==> src/rtl/uart_stream_core.sv <==
// UART core: runtime-programmable baud tick, oversampled RX and TX state
// machines, first-word-fall-through FIFOs on both sides, sticky error flags.
module uart_stream_core #(
  parameter int unsigned DBITS      = 8,
  parameter int unsigned SB_TICK    = 16,
  parameter int unsigned DIV_BITS   = 13,
  parameter int unsigned FIFO_EXP   = 4,
  parameter int unsigned PARITY_EN  = 0,
  parameter int unsigned PARITY_ODD = 0
) (
  input  logic                clk_100MHz,
  input  logic                reset,
  input  logic [DIV_BITS-1:0] baud_div,
  input  logic                rx,
  output logic                tx,
  input  logic [DBITS-1:0]    tx_data,
  input  logic                tx_valid,
  output logic                tx_ready,
  output logic [DBITS-1:0]    rx_data,
  output logic                rx_valid,
  input  logic                rx_ready,
  output logic [FIFO_EXP:0]   rx_count,
  output logic [FIFO_EXP:0]   tx_count,
  output logic                err_frame,
  output logic                err_parity,
  output logic                err_overrun,
  input  logic                err_clear
);

  localparam int unsigned DEPTH  = 2**FIFO_EXP;
  localparam int unsigned CNT_W  = FIFO_EXP + 1;
  localparam int unsigned TICK_W = $clog2((SB_TICK > 16) ? SB_TICK : 16);
  localparam int unsigned BIT_W  = (DBITS > 1) ? $clog2(DBITS) : 1;
  localparam logic [CNT_W-1:0] FULL_CNT = CNT_W'(DEPTH);
  localparam logic PAR_INV = (PARITY_ODD != 0);
  localparam logic HAS_PAR = (PARITY_EN != 0);

  typedef enum logic [2:0] {RX_IDLE, RX_START, RX_DATA, RX_PARITY, RX_STOP} rx_state_e;
  typedef enum logic [2:0] {TX_IDLE, TX_START, TX_DATA, TX_PARITY, TX_STOP} tx_state_e;

  // baud generator
  logic [DIV_BITS-1:0] bcnt_q, bcnt_d, div_q, div_d, div_in;
  logic                tick;

  // rx synchronizer and receiver
  logic                rx_meta_q, rx_sync_q;
  rx_state_e           rx_state_q, rx_state_d;
  logic [TICK_W-1:0]   rx_tick_q, rx_tick_d;
  logic [BIT_W-1:0]    rx_bit_q, rx_bit_d;
  logic [DBITS-1:0]    rx_shift_q, rx_shift_d;
  logic                rx_par_q, rx_par_d;
  logic                rx_push, frame_evt, parity_evt, overrun_evt;

  // transmitter
  tx_state_e           tx_state_q, tx_state_d;
  logic [TICK_W-1:0]   tx_tick_q, tx_tick_d;
  logic [BIT_W-1:0]    tx_bit_q, tx_bit_d;
  logic [DBITS-1:0]    tx_shift_q, tx_shift_d;
  logic                tx_par_q, tx_par_d;
  logic                tx_q, tx_d;
  logic                tx_pop;

  // fifos
  logic [DBITS-1:0]    rx_mem_q [DEPTH];
  logic [DBITS-1:0]    tx_mem_q [DEPTH];
  logic [FIFO_EXP-1:0] rx_wr_q, rx_wr_d, rx_rd_q, rx_rd_d;
  logic [FIFO_EXP-1:0] tx_wr_q, tx_wr_d, tx_rd_q, tx_rd_d;
  logic [CNT_W-1:0]    rx_cnt_q, rx_cnt_d, tx_cnt_q, tx_cnt_d;
  logic                rx_push_ok, rx_pop_ok, tx_push_ok;
  logic [DBITS-1:0]    tx_head;

  // error flags
  logic                err_frame_q, err_frame_d;
  logic                err_parity_q, err_parity_d;
  logic                err_overrun_q, err_overrun_d;

  // Oversample tick; a new divisor is only adopted on wrap so a period is never cut short
  always_comb begin
    div_in = (baud_div < DIV_BITS'(2)) ? DIV_BITS'(2) : baud_div;
    bcnt_d = bcnt_q + DIV_BITS'(1);
    div_d  = div_q;
    tick   = 1'b0;
    if (bcnt_q >= div_q - DIV_BITS'(1)) begin
      bcnt_d = '0;
      div_d  = div_in;
      tick   = 1'b1;
    end
  end

  // Receiver: start validated at mid-bit, data/parity/stop sampled every 16 ticks
  always_comb begin
    rx_state_d = rx_state_q;
    rx_tick_d  = rx_tick_q;
    rx_bit_d   = rx_bit_q;
    rx_shift_d = rx_shift_q;
    rx_par_d   = rx_par_q;
    rx_push    = 1'b0;
    frame_evt  = 1'b0;
    parity_evt = 1'b0;
    unique case (rx_state_q)
      RX_IDLE: begin
        if (!rx_sync_q) begin
          rx_state_d = RX_START;
          rx_tick_d  = '0;
        end
      end
      RX_START: begin
        if (tick) begin
          if (rx_tick_q == TICK_W'(7)) begin
            rx_tick_d  = '0;
            rx_bit_d   = '0;
            rx_state_d = rx_sync_q ? RX_IDLE : RX_DATA;
          end else begin
            rx_tick_d = rx_tick_q + TICK_W'(1);
          end
        end
      end
      RX_DATA: begin
        if (tick) begin
          if (rx_tick_q == TICK_W'(15)) begin
            rx_tick_d  = '0;
            rx_shift_d = {rx_sync_q, rx_shift_q[DBITS-1:1]};
            if (rx_bit_q == BIT_W'(DBITS - 1)) begin
              rx_state_d = HAS_PAR ? RX_PARITY : RX_STOP;
            end else begin
              rx_bit_d = rx_bit_q + BIT_W'(1);
            end
          end else begin
            rx_tick_d = rx_tick_q + TICK_W'(1);
          end
        end
      end
      RX_PARITY: begin
        if (tick) begin
          if (rx_tick_q == TICK_W'(15)) begin
            rx_tick_d  = '0;
            rx_par_d   = rx_sync_q;
            rx_state_d = RX_STOP;
          end else begin
            rx_tick_d = rx_tick_q + TICK_W'(1);
          end
        end
      end
      RX_STOP: begin
        if (tick) begin
          if (rx_tick_q == TICK_W'(SB_TICK - 1)) begin
            rx_tick_d  = '0;
            rx_state_d = RX_IDLE;
            frame_evt  = !rx_sync_q;
            parity_evt = HAS_PAR && (rx_par_q != ((^rx_shift_q) ^ PAR_INV));
            rx_push    = !frame_evt && !parity_evt;
          end else begin
            rx_tick_d = rx_tick_q + TICK_W'(1);
          end
        end
      end
      default: rx_state_d = RX_IDLE;
    endcase
  end

  // RX FIFO pointers; a full FIFO still accepts a push when a pop frees a slot
  always_comb begin
    rx_pop_ok   = rx_ready && (rx_cnt_q != '0);
    rx_push_ok  = rx_push && ((rx_cnt_q != FULL_CNT) || rx_pop_ok);
    overrun_evt = rx_push && !rx_push_ok;
    rx_wr_d     = rx_push_ok ? rx_wr_q + FIFO_EXP'(1) : rx_wr_q;
    rx_rd_d     = rx_pop_ok ? rx_rd_q + FIFO_EXP'(1) : rx_rd_q;
    rx_cnt_d    = rx_cnt_q;
    if (rx_push_ok && !rx_pop_ok) begin
      rx_cnt_d = rx_cnt_q + CNT_W'(1);
    end else if (rx_pop_ok && !rx_push_ok) begin
      rx_cnt_d = rx_cnt_q - CNT_W'(1);
    end
  end

  // Transmitter: pops the FIFO head on entry to START, chains frames without idle gap
  always_comb begin
    tx_state_d = tx_state_q;
    tx_tick_d  = tx_tick_q;
    tx_bit_d   = tx_bit_q;
    tx_shift_d = tx_shift_q;
    tx_par_d   = tx_par_q;
    tx_pop     = 1'b0;
    tx_head    = tx_mem_q[tx_rd_q];
    unique case (tx_state_q)
      TX_IDLE: begin
        if (tx_cnt_q != '0) begin
          tx_pop     = 1'b1;
          tx_shift_d = tx_head;
          tx_par_d   = (^tx_head) ^ PAR_INV;
          tx_tick_d  = '0;
          tx_state_d = TX_START;
        end
      end
      TX_START: begin
        if (tick) begin
          if (tx_tick_q == TICK_W'(15)) begin
            tx_tick_d  = '0;
            tx_bit_d   = '0;
            tx_state_d = TX_DATA;
          end else begin
            tx_tick_d = tx_tick_q + TICK_W'(1);
          end
        end
      end
      TX_DATA: begin
        if (tick) begin
          if (tx_tick_q == TICK_W'(15)) begin
            tx_tick_d  = '0;
            tx_shift_d = tx_shift_q >> 1;
            if (tx_bit_q == BIT_W'(DBITS - 1)) begin
              tx_state_d = HAS_PAR ? TX_PARITY : TX_STOP;
            end else begin
              tx_bit_d = tx_bit_q + BIT_W'(1);
            end
          end else begin
            tx_tick_d = tx_tick_q + TICK_W'(1);
          end
        end
      end
      TX_PARITY: begin
        if (tick) begin
          if (tx_tick_q == TICK_W'(15)) begin
            tx_tick_d  = '0;
            tx_state_d = TX_STOP;
          end else begin
            tx_tick_d = tx_tick_q + TICK_W'(1);
          end
        end
      end
      TX_STOP: begin
        if (tick) begin
          if (tx_tick_q == TICK_W'(SB_TICK - 1)) begin
            tx_tick_d = '0;
            if (tx_cnt_q != '0) begin
              tx_pop     = 1'b1;
              tx_shift_d = tx_head;
              tx_par_d   = (^tx_head) ^ PAR_INV;
              tx_state_d = TX_START;
            end else begin
              tx_state_d = TX_IDLE;
            end
          end else begin
            tx_tick_d = tx_tick_q + TICK_W'(1);
          end
        end
      end
      default: tx_state_d = TX_IDLE;
    endcase
    unique case (tx_state_d)
      TX_START:  tx_d = 1'b0;
      TX_DATA:   tx_d = tx_shift_d[0];
      TX_PARITY: tx_d = tx_par_d;
      default:   tx_d = 1'b1;
    endcase
  end

  // TX FIFO pointers; pushes while full are silently dropped
  always_comb begin
    tx_push_ok = tx_valid && (tx_cnt_q != FULL_CNT);
    tx_wr_d    = tx_push_ok ? tx_wr_q + FIFO_EXP'(1) : tx_wr_q;
    tx_rd_d    = tx_pop ? tx_rd_q + FIFO_EXP'(1) : tx_rd_q;
    tx_cnt_d   = tx_cnt_q;
    if (tx_push_ok && !tx_pop) begin
      tx_cnt_d = tx_cnt_q + CNT_W'(1);
    end else if (tx_pop && !tx_push_ok) begin
      tx_cnt_d = tx_cnt_q - CNT_W'(1);
    end
  end

  // Sticky flags: a new event outranks a simultaneous clear
  always_comb begin
    err_frame_d   = frame_evt   || (err_frame_q   && !err_clear);
    err_parity_d  = parity_evt  || (err_parity_q  && !err_clear);
    err_overrun_d = overrun_evt || (err_overrun_q && !err_clear);
  end

  // State registers
  always_ff @(posedge clk_100MHz) begin
    if (reset) begin
      bcnt_q        <= '0;
      div_q         <= div_in;
      rx_meta_q     <= 1'b1;
      rx_sync_q     <= 1'b1;
      rx_state_q    <= RX_IDLE;
      rx_tick_q     <= '0;
      rx_bit_q      <= '0;
      rx_shift_q    <= '0;
      rx_par_q      <= 1'b0;
      tx_state_q    <= TX_IDLE;
      tx_tick_q     <= '0;
      tx_bit_q      <= '0;
      tx_shift_q    <= '0;
      tx_par_q      <= 1'b0;
      tx_q          <= 1'b1;
      rx_wr_q       <= '0;
      rx_rd_q       <= '0;
      rx_cnt_q      <= '0;
      tx_wr_q       <= '0;
      tx_rd_q       <= '0;
      tx_cnt_q      <= '0;
      err_frame_q   <= 1'b0;
      err_parity_q  <= 1'b0;
      err_overrun_q <= 1'b0;
    end else begin
      bcnt_q        <= bcnt_d;
      div_q         <= div_d;
      rx_meta_q     <= rx;
      rx_sync_q     <= rx_meta_q;
      rx_state_q    <= rx_state_d;
      rx_tick_q     <= rx_tick_d;
      rx_bit_q      <= rx_bit_d;
      rx_shift_q    <= rx_shift_d;
      rx_par_q      <= rx_par_d;
      tx_state_q    <= tx_state_d;
      tx_tick_q     <= tx_tick_d;
      tx_bit_q      <= tx_bit_d;
      tx_shift_q    <= tx_shift_d;
      tx_par_q      <= tx_par_d;
      tx_q          <= tx_d;
      rx_wr_q       <= rx_wr_d;
      rx_rd_q       <= rx_rd_d;
      rx_cnt_q      <= rx_cnt_d;
      tx_wr_q       <= tx_wr_d;
      tx_rd_q       <= tx_rd_d;
      tx_cnt_q      <= tx_cnt_d;
      err_frame_q   <= err_frame_d;
      err_parity_q  <= err_parity_d;
      err_overrun_q <= err_overrun_d;
    end
  end

  // FIFO storage needs no reset; validity is tracked by the counts
  always_ff @(posedge clk_100MHz) begin
    if (!reset && rx_push_ok) rx_mem_q[rx_wr_q] <= rx_shift_q;
    if (!reset && tx_push_ok) tx_mem_q[tx_wr_q] <= tx_data;
  end

  assign tx          = tx_q;
  assign tx_ready    = (tx_cnt_q != FULL_CNT);
  assign rx_valid    = (rx_cnt_q != '0);
  assign rx_data     = rx_valid ? rx_mem_q[rx_rd_q] : '0;
  assign rx_count    = rx_cnt_q;
  assign tx_count    = tx_cnt_q;
  assign err_frame   = err_frame_q;
  assign err_parity  = err_parity_q;
  assign err_overrun = err_overrun_q;

endmodule

==> config.mk <==
export PLATFORM = sky130hd
export DESIGN_NAME = uart_stream_core
export DESIGN_NICKNAME = d
export VERILOG_FILES = /design/src/rtl/uart_stream_core.sv
export SDC_FILE = /design/constraint.sdc
export NUM_CORES = 1
export LEC_CHECK = 0
export BUFFER_PORTS_ARGS = -buffer_cell sky130_fd_sc_hd__buf_2
export CORE_MARGIN = 5
export CORE_UTILIZATION = 57
export CTS_BUF_LIST = sky130_fd_sc_hd__clkbuf_16
export CTS_CLUSTER_DIAMETER = 60
export CTS_CLUSTER_SIZE = 12
export DETAILED_ROUTE_END_ITERATION = 8
export PLACE_DENSITY = 0.72
export REMOVE_ABC_BUFFERS = 1
export SYNTH_ARGS = -nofsm -noshare
export SYNTH_HDL_FRONTEND = slang
export SYNTH_SLANG_ARGS = --single-unit
==> constraint.sdc <==
create_clock -name clk_100MHz -period 5.9 [get_ports clk_100MHz]
set_input_delay 0.59 -clock clk_100MHz [delete_from_list [all_inputs] [get_ports clk_100MHz]]
set_output_delay 0.59 -clock clk_100MHz [all_outputs]
set_load 0.1 [all_outputs]
# [Word-level counts from Yosys, hierarchy flattened]
# Memory sizes are Yosys's and may differ from the RTL's. A register that Yosys moved wholly into a read port is not among the register bits.
# Index checks and enable logic that the tools add are counted.
[op_classes] addsub=14 muxes=84 n_eq_ne=39 n_lt_le_gt_ge=2 n_reduce_logical=46
[op_table] op="$mux 3" count=30
[op_table] op="$mux 4" count=12
[op_table] op="$mux 8" count=6
[op_table] op="$mux 13" count=3
[op_table] op="$ne 2x2->1 const B" count=19
[op_table] op="$pmux 3 s5" count=2
[op_table] op="$add 4x1->4 const B" count=6
[op_table] op="$pmux 8 s3" count=1
[op_table] op="$mux 5" count=4
[op_table] op="$eq 3x2->1 const B" count=6
[op_table] op="$mux 1" count=18
[op_table] op="$add 13x1->13 const B" count=1
[op_table] op="$ge 13x13->1" count=1
[op_table] op="$logic_and 1x1->1" count=13
[op_table] op="$lt 13x2->1 const B" count=1
[op_table] op="$sub 13x1->13 const B" count=1
[op_table] op="$eq 3x3->1 const B" count=4
[op_table] op="$pmux 3 s2" count=2
[op_table] op="$pmux 4 s3" count=1
[op_table] op="$reduce_and 6->1" count=2
[op_table] op="$reduce_bool 2->1" count=6
[op_table] op="$add 5x1->5 const B" count=2
[op_table] op="$ne 5x5->1 const B" count=2
[op_table] op="$reduce_and 10->1" count=1
[op_table] op="22 further kinds" count=41
[word_totals] memories=2 ram_bits=256 ff_bits=95 wordCells=211 inputBits=27 out_inout_bits=24
[mem_list] memory="rx_mem_q" words=16 word_bits=8 rd=1 rd_clocked_by_memory_dff=1 write_ports=1 line="64" rtl="logic [DBITS-1:0] rx_mem_q [DEPTH];"
[mem_list] memory="tx_mem_q" words=16 word_bits=8 rd=1 rd_clocked_by_memory_dff=1 write_ports=1 line="65" rtl="logic [DBITS-1:0] tx_mem_q [DEPTH];"

# [Logic depth before layout (Yosys ltp)]
[logic_depth] depth_word=10 ltp_mapped=23 depth_no_buf=22

# [Least setup slack after synthesis]
# Ideal clock, no wire load.
[synth_timing] kind="register -> register" start="register div_q[6]" end="register tx_cnt_q[4] (netlist: tx_count[4])" synth_period_minus_slack_ps=4335 path_stages_with_launch=20 arrival_ps=4265 setup_ps=70 path_buffers=1 slack_ps=1565 required_ps=5830 cell_sequence="edfxtp_1 > or4_1 > nor4_1 > xnor2_1 > ha_1 > and4_1 > nand2b_1 > o22ai_1 > a31oi_4 > buf_6 > a211oi_2 > inv_1 > ha_1 > inv_1 > ha_1 > a21o_1 > a21oi_1 > xnor2_1 > or3_1 > a21oi_1"
[synth_via] elab_chain_len=8 elab_cells_between_ends=10 classes_between="add/sub: 1; order compare: 1; mux: 4; reduce/logical: 4"
[synth_lines] item="start, declared" line="42" rtl="logic [DIV_BITS-1:0] bcnt_q, bcnt_d, div_q, div_d, div_in;"
[synth_lines] item="start signal, assigned" line="282" rtl="div_q <= div_in;"
[synth_lines] item="start signal, assigned" line="307" rtl="div_q <= div_d;"
[synth_lines] item="$sub 13x1->13 (*)" line="83" rtl="if (bcnt_q >= div_q - DIV_BITS'(1)) begin"
[synth_lines] item="$ge 13x13->1 (*)" line="83"
[synth_lines] item="$mux 1 (*)" line="83"
[synth_lines] item="$mux 1 (*)" line="232" rtl="if (tick) begin"
[synth_lines] item="$pmux 1 s2 (*)" line="185" rtl="unique case (tx_state_q)"
[synth_lines] item="$logic_not 1->1" line="264" rtl="if (tx_push_ok && !tx_pop) begin"
[synth_lines] item="$logic_and 1x1->1" line="264"
[synth_lines] item="$mux 5 or $reduce_bool 2->1 (tied branches)"
[synth_lines] item="end signal, assigned" line="326" rtl="tx_cnt_q <= tx_cnt_d;"
[synth_lines] item="end, declared" line="68" rtl="logic [CNT_W-1:0] rx_cnt_q, rx_cnt_d, tx_cnt_q, tx_cnt_d;"
# Every way passes the cells marked *; elsewhere a longest branch is shown, timed or not.
# A chain may end at the register's enable or synchronous reset.

# [Worst setup path after layout]
# Same ends and word-level chain as after synthesis.

==> results.ini <==
[yosys]
synth_edf_count = 269
synth_area_um2 = 15100
synth_warnings = 0
syn_avg_cell_area_um2 = 14.95
synth_seq_cells = 359
async_reset_ff_frac = 0
synth_cells = 1010
synthFlopType = edfxtp_1
ys_seq_area_frac = 0.6545
yosysUniqueCellTypes = 63

[clock_tree]
root_buffer = clkbuf_16
cts_setup_buffers = 0
htree_levels = 2
cts-hold-fix-buffers = 0
cts_made_buffers = 36
cts_resized = 0
clk_path_buf_depth = 3
cts.clk_slew.worst_paths_ps = 60
cts.sinks = 359
cts_tree = done
clock_latency_ps = 510

[global_routing]
grt_pass1_vias = 8378
antenna_found_initial = 0
track_usage = 0.1826
grt_max_degree = 44
grt_pass1_wl_um = 44430
grt_remaining_overflow = 0

[sta]
finalMaxSlewViolations = 0
finalCriticalPeriod_ps = 4688
rsz0062_at_grt = false
hold_violations = 0
tightest_slew_ps = 1124
maxSlewHeadroom = 0.2488
period_share = 0.7945
setup_tns_ps = 0
setup_violations = 0
skew_ps = 20.43
max_freq_ghz = 0.2133

[flow_run]
drv_cap = 0

[power_and_ir_drop]
p_leak_uw = 0.005706
p_per_area_nw_per_um2 = 428.5
vdd_drop_max_mv = 0.6711
power_uw = 7111

[detailed_routing]
wire_per_inst_um = 19.44
drtAntennaViolNets = 0
num_vias = 8221
first_pass_iters = 5
drc = 0
drt-initial-drc-count = 701
routed_wl_um = 27460
vias_per_cell = 5.822

[outcome]
status = complete, no violations

[finish]
final_net_count = 1119
layout-drive-gt1-share = 0.1681
area_delta_synth_final_pct = 9.938
nFillCells = 1866
n_antenna_cell = 0

[setup_path]
arrival_ps = 5130
crit_family = simple AND/OR/NAND/NOR gates
worstPathRequired_ps = 6340
critPathMaxStageDelay_ps = 590
slowest_stage = a211oi_2
path_class = reg -> reg
cp-end-kind = flip-flop
worstPathMaxFanout = 11
crit_top_cell = ha_1
cp.buffers_inverters = 2
crit_chain = or4_1 > nor4_1 > xnor2_1 > ha_1 > and4_1 > nand2b_1 > o22ai_1 > a31oi_4 > a211oi_2 > inv_1 > ha_1 > inv_1 > ha_1 > a21o_1 > a21oi_1 > xnor2_1 > or3_1 > a21oi_1
start_kind = flip-flop

[floorplan]
rows = 59
dieArea_um2 = 29840
start_util = 0.5793
die_h_um = 172.7
core_area_um2 = 26060
die_w_um = 172.7
io_pins = 51

[place]
hpwl_um = 17840
port_buffers = 50
gp_congestion = 0.7999

[worst_hold_path]
min_path_type = in -> reg

-- cell usage in the layout, fill, tap and decap left out, types with 10 or more instances in the layout --
| cell type | instances |
|---|---|
| inv_1 | 39 |
| a21oi_1 | 27 |
| ha_1 | 39 |
| xor2_1 | 23 |
| dfxtp_1 | 88 |
| mux2i_1 | 45 |
| nand2_1 | 40 |
| a22oi_1 | 11 |
| edfxtp_1 | 269 |
| buf_2 | 50 |
| clkbuf_16 | 36 |
| mux4_2 | 58 |
| xnor2_1 | 29 |
| a221oi_1 | 14 |
| nor2_1 | 124 |
| nand3_1 | 10 |
| nor3_1 | 10 |
| and2_1 | 13 |
-- cell type report --
type	instances	area [um2]	area share
inverters	17	63.81	0.003845
repair buffers	59	317.8	0.01915
multi-input cells	578	4882	0.2942
clock buffers	36	900.9	0.05428
well taps	335	419.2	0.02526
clock inverters	28	130.1	0.007841
flip-flops and latches	359	9882	0.5954
-- metal layers --
layer | wire (um) | global-route usage | up-vias
li1 | - | - | 3912
met1 | 12100 | 0.2553 | 4063
met2 | 13560 | 0.3030 | 207
met3 | 1341 | 0.03319 | 39
met4 | 448 | 0.04291 | 0
met5 | 0 | 0 | -
-- cell usage after synthesis (10+ instances only) --
master | instances | area share
ha_1 | 39 | 0.032
nor3_1 | 10 | 0.0033
mux4_2 | 58 | 0.087
dfxtp_1 | 90 | 0.12
and2_1 | 13 | 0.0054
nor2_1 | 124 | 0.031
inv_1 | 16 | 0.0040
xor2_1 | 23 | 0.013
edfxtp_1 | 269 | 0.54
clkbuf_1 | 41 | 0.010
nand2_1 | 40 | 0.0099
nand3_1 | 10 | 0.0033
xnor2_1 | 29 | 0.017
a21oi_1 | 27 | 0.0090
a22oi_1 | 11 | 0.0055
a221oi_1 | 14 | 0.0081
mux2i_1 | 45 | 0.030
-- logic make-up after synthesis --
| logic type | share of synthesized area |
|---|---|
| AOI/OAI and AO/OA | 0.05330 |
| buffers and inverters | 0.02213 |
| muxes | 0.1208 |
| and+or+nand+nor | 0.08347 |
| DFF | 0.6545 |
| adders and majority gates | 0.03564 |
| xor gates and xnor gates | 0.03017 |
-- path summary, 6_finish.rpt --
path              from           to  slack [ps]  cells past startpoint
max reg2reg   div_q[6]  tx_count[4]        1210                     18
min reg2reg  rx_meta_q    rx_sync_q         410                      1
min          err_clear   err_parity         250                      2
max           div_q[6]  tx_count[4]        1210                     18
-- where the power goes --
group	internal, uW	switching, uW	leakage (uW)	total, uW
registers	2810	181	0.00320	2990
clock network	1110	889	0.000590	2000
logic	774	1350	0.00192	2120
-- flip-flops by register name, summed over array words and instances, names as in the netlist, 5 cells and up, named ones only --
name,cells
tx_shift_q,8
div_q,13
rx_count,5
tx_count,5
bcnt_q,13
tx_mem_q,128
rx_mem_q,128
rx_shift_q,8
-- per-stage QoR --
stage               cell area (um2)  hold WS [ps]  cells    util  setup slack (ps)
floorplan                     14830         389.5    954       -              1575
global placement              15560         402.2   1348  0.5973              1307
detailed placement            15560         393.6   1348  0.5973              1250
CTS                           16600         232.4   1412  0.6369              1226
global route                  16600         234.6   1412  0.6369             831.8
finish                        16600         251.6   1412  0.6369              1212
(Power assumes the default switching activity.)
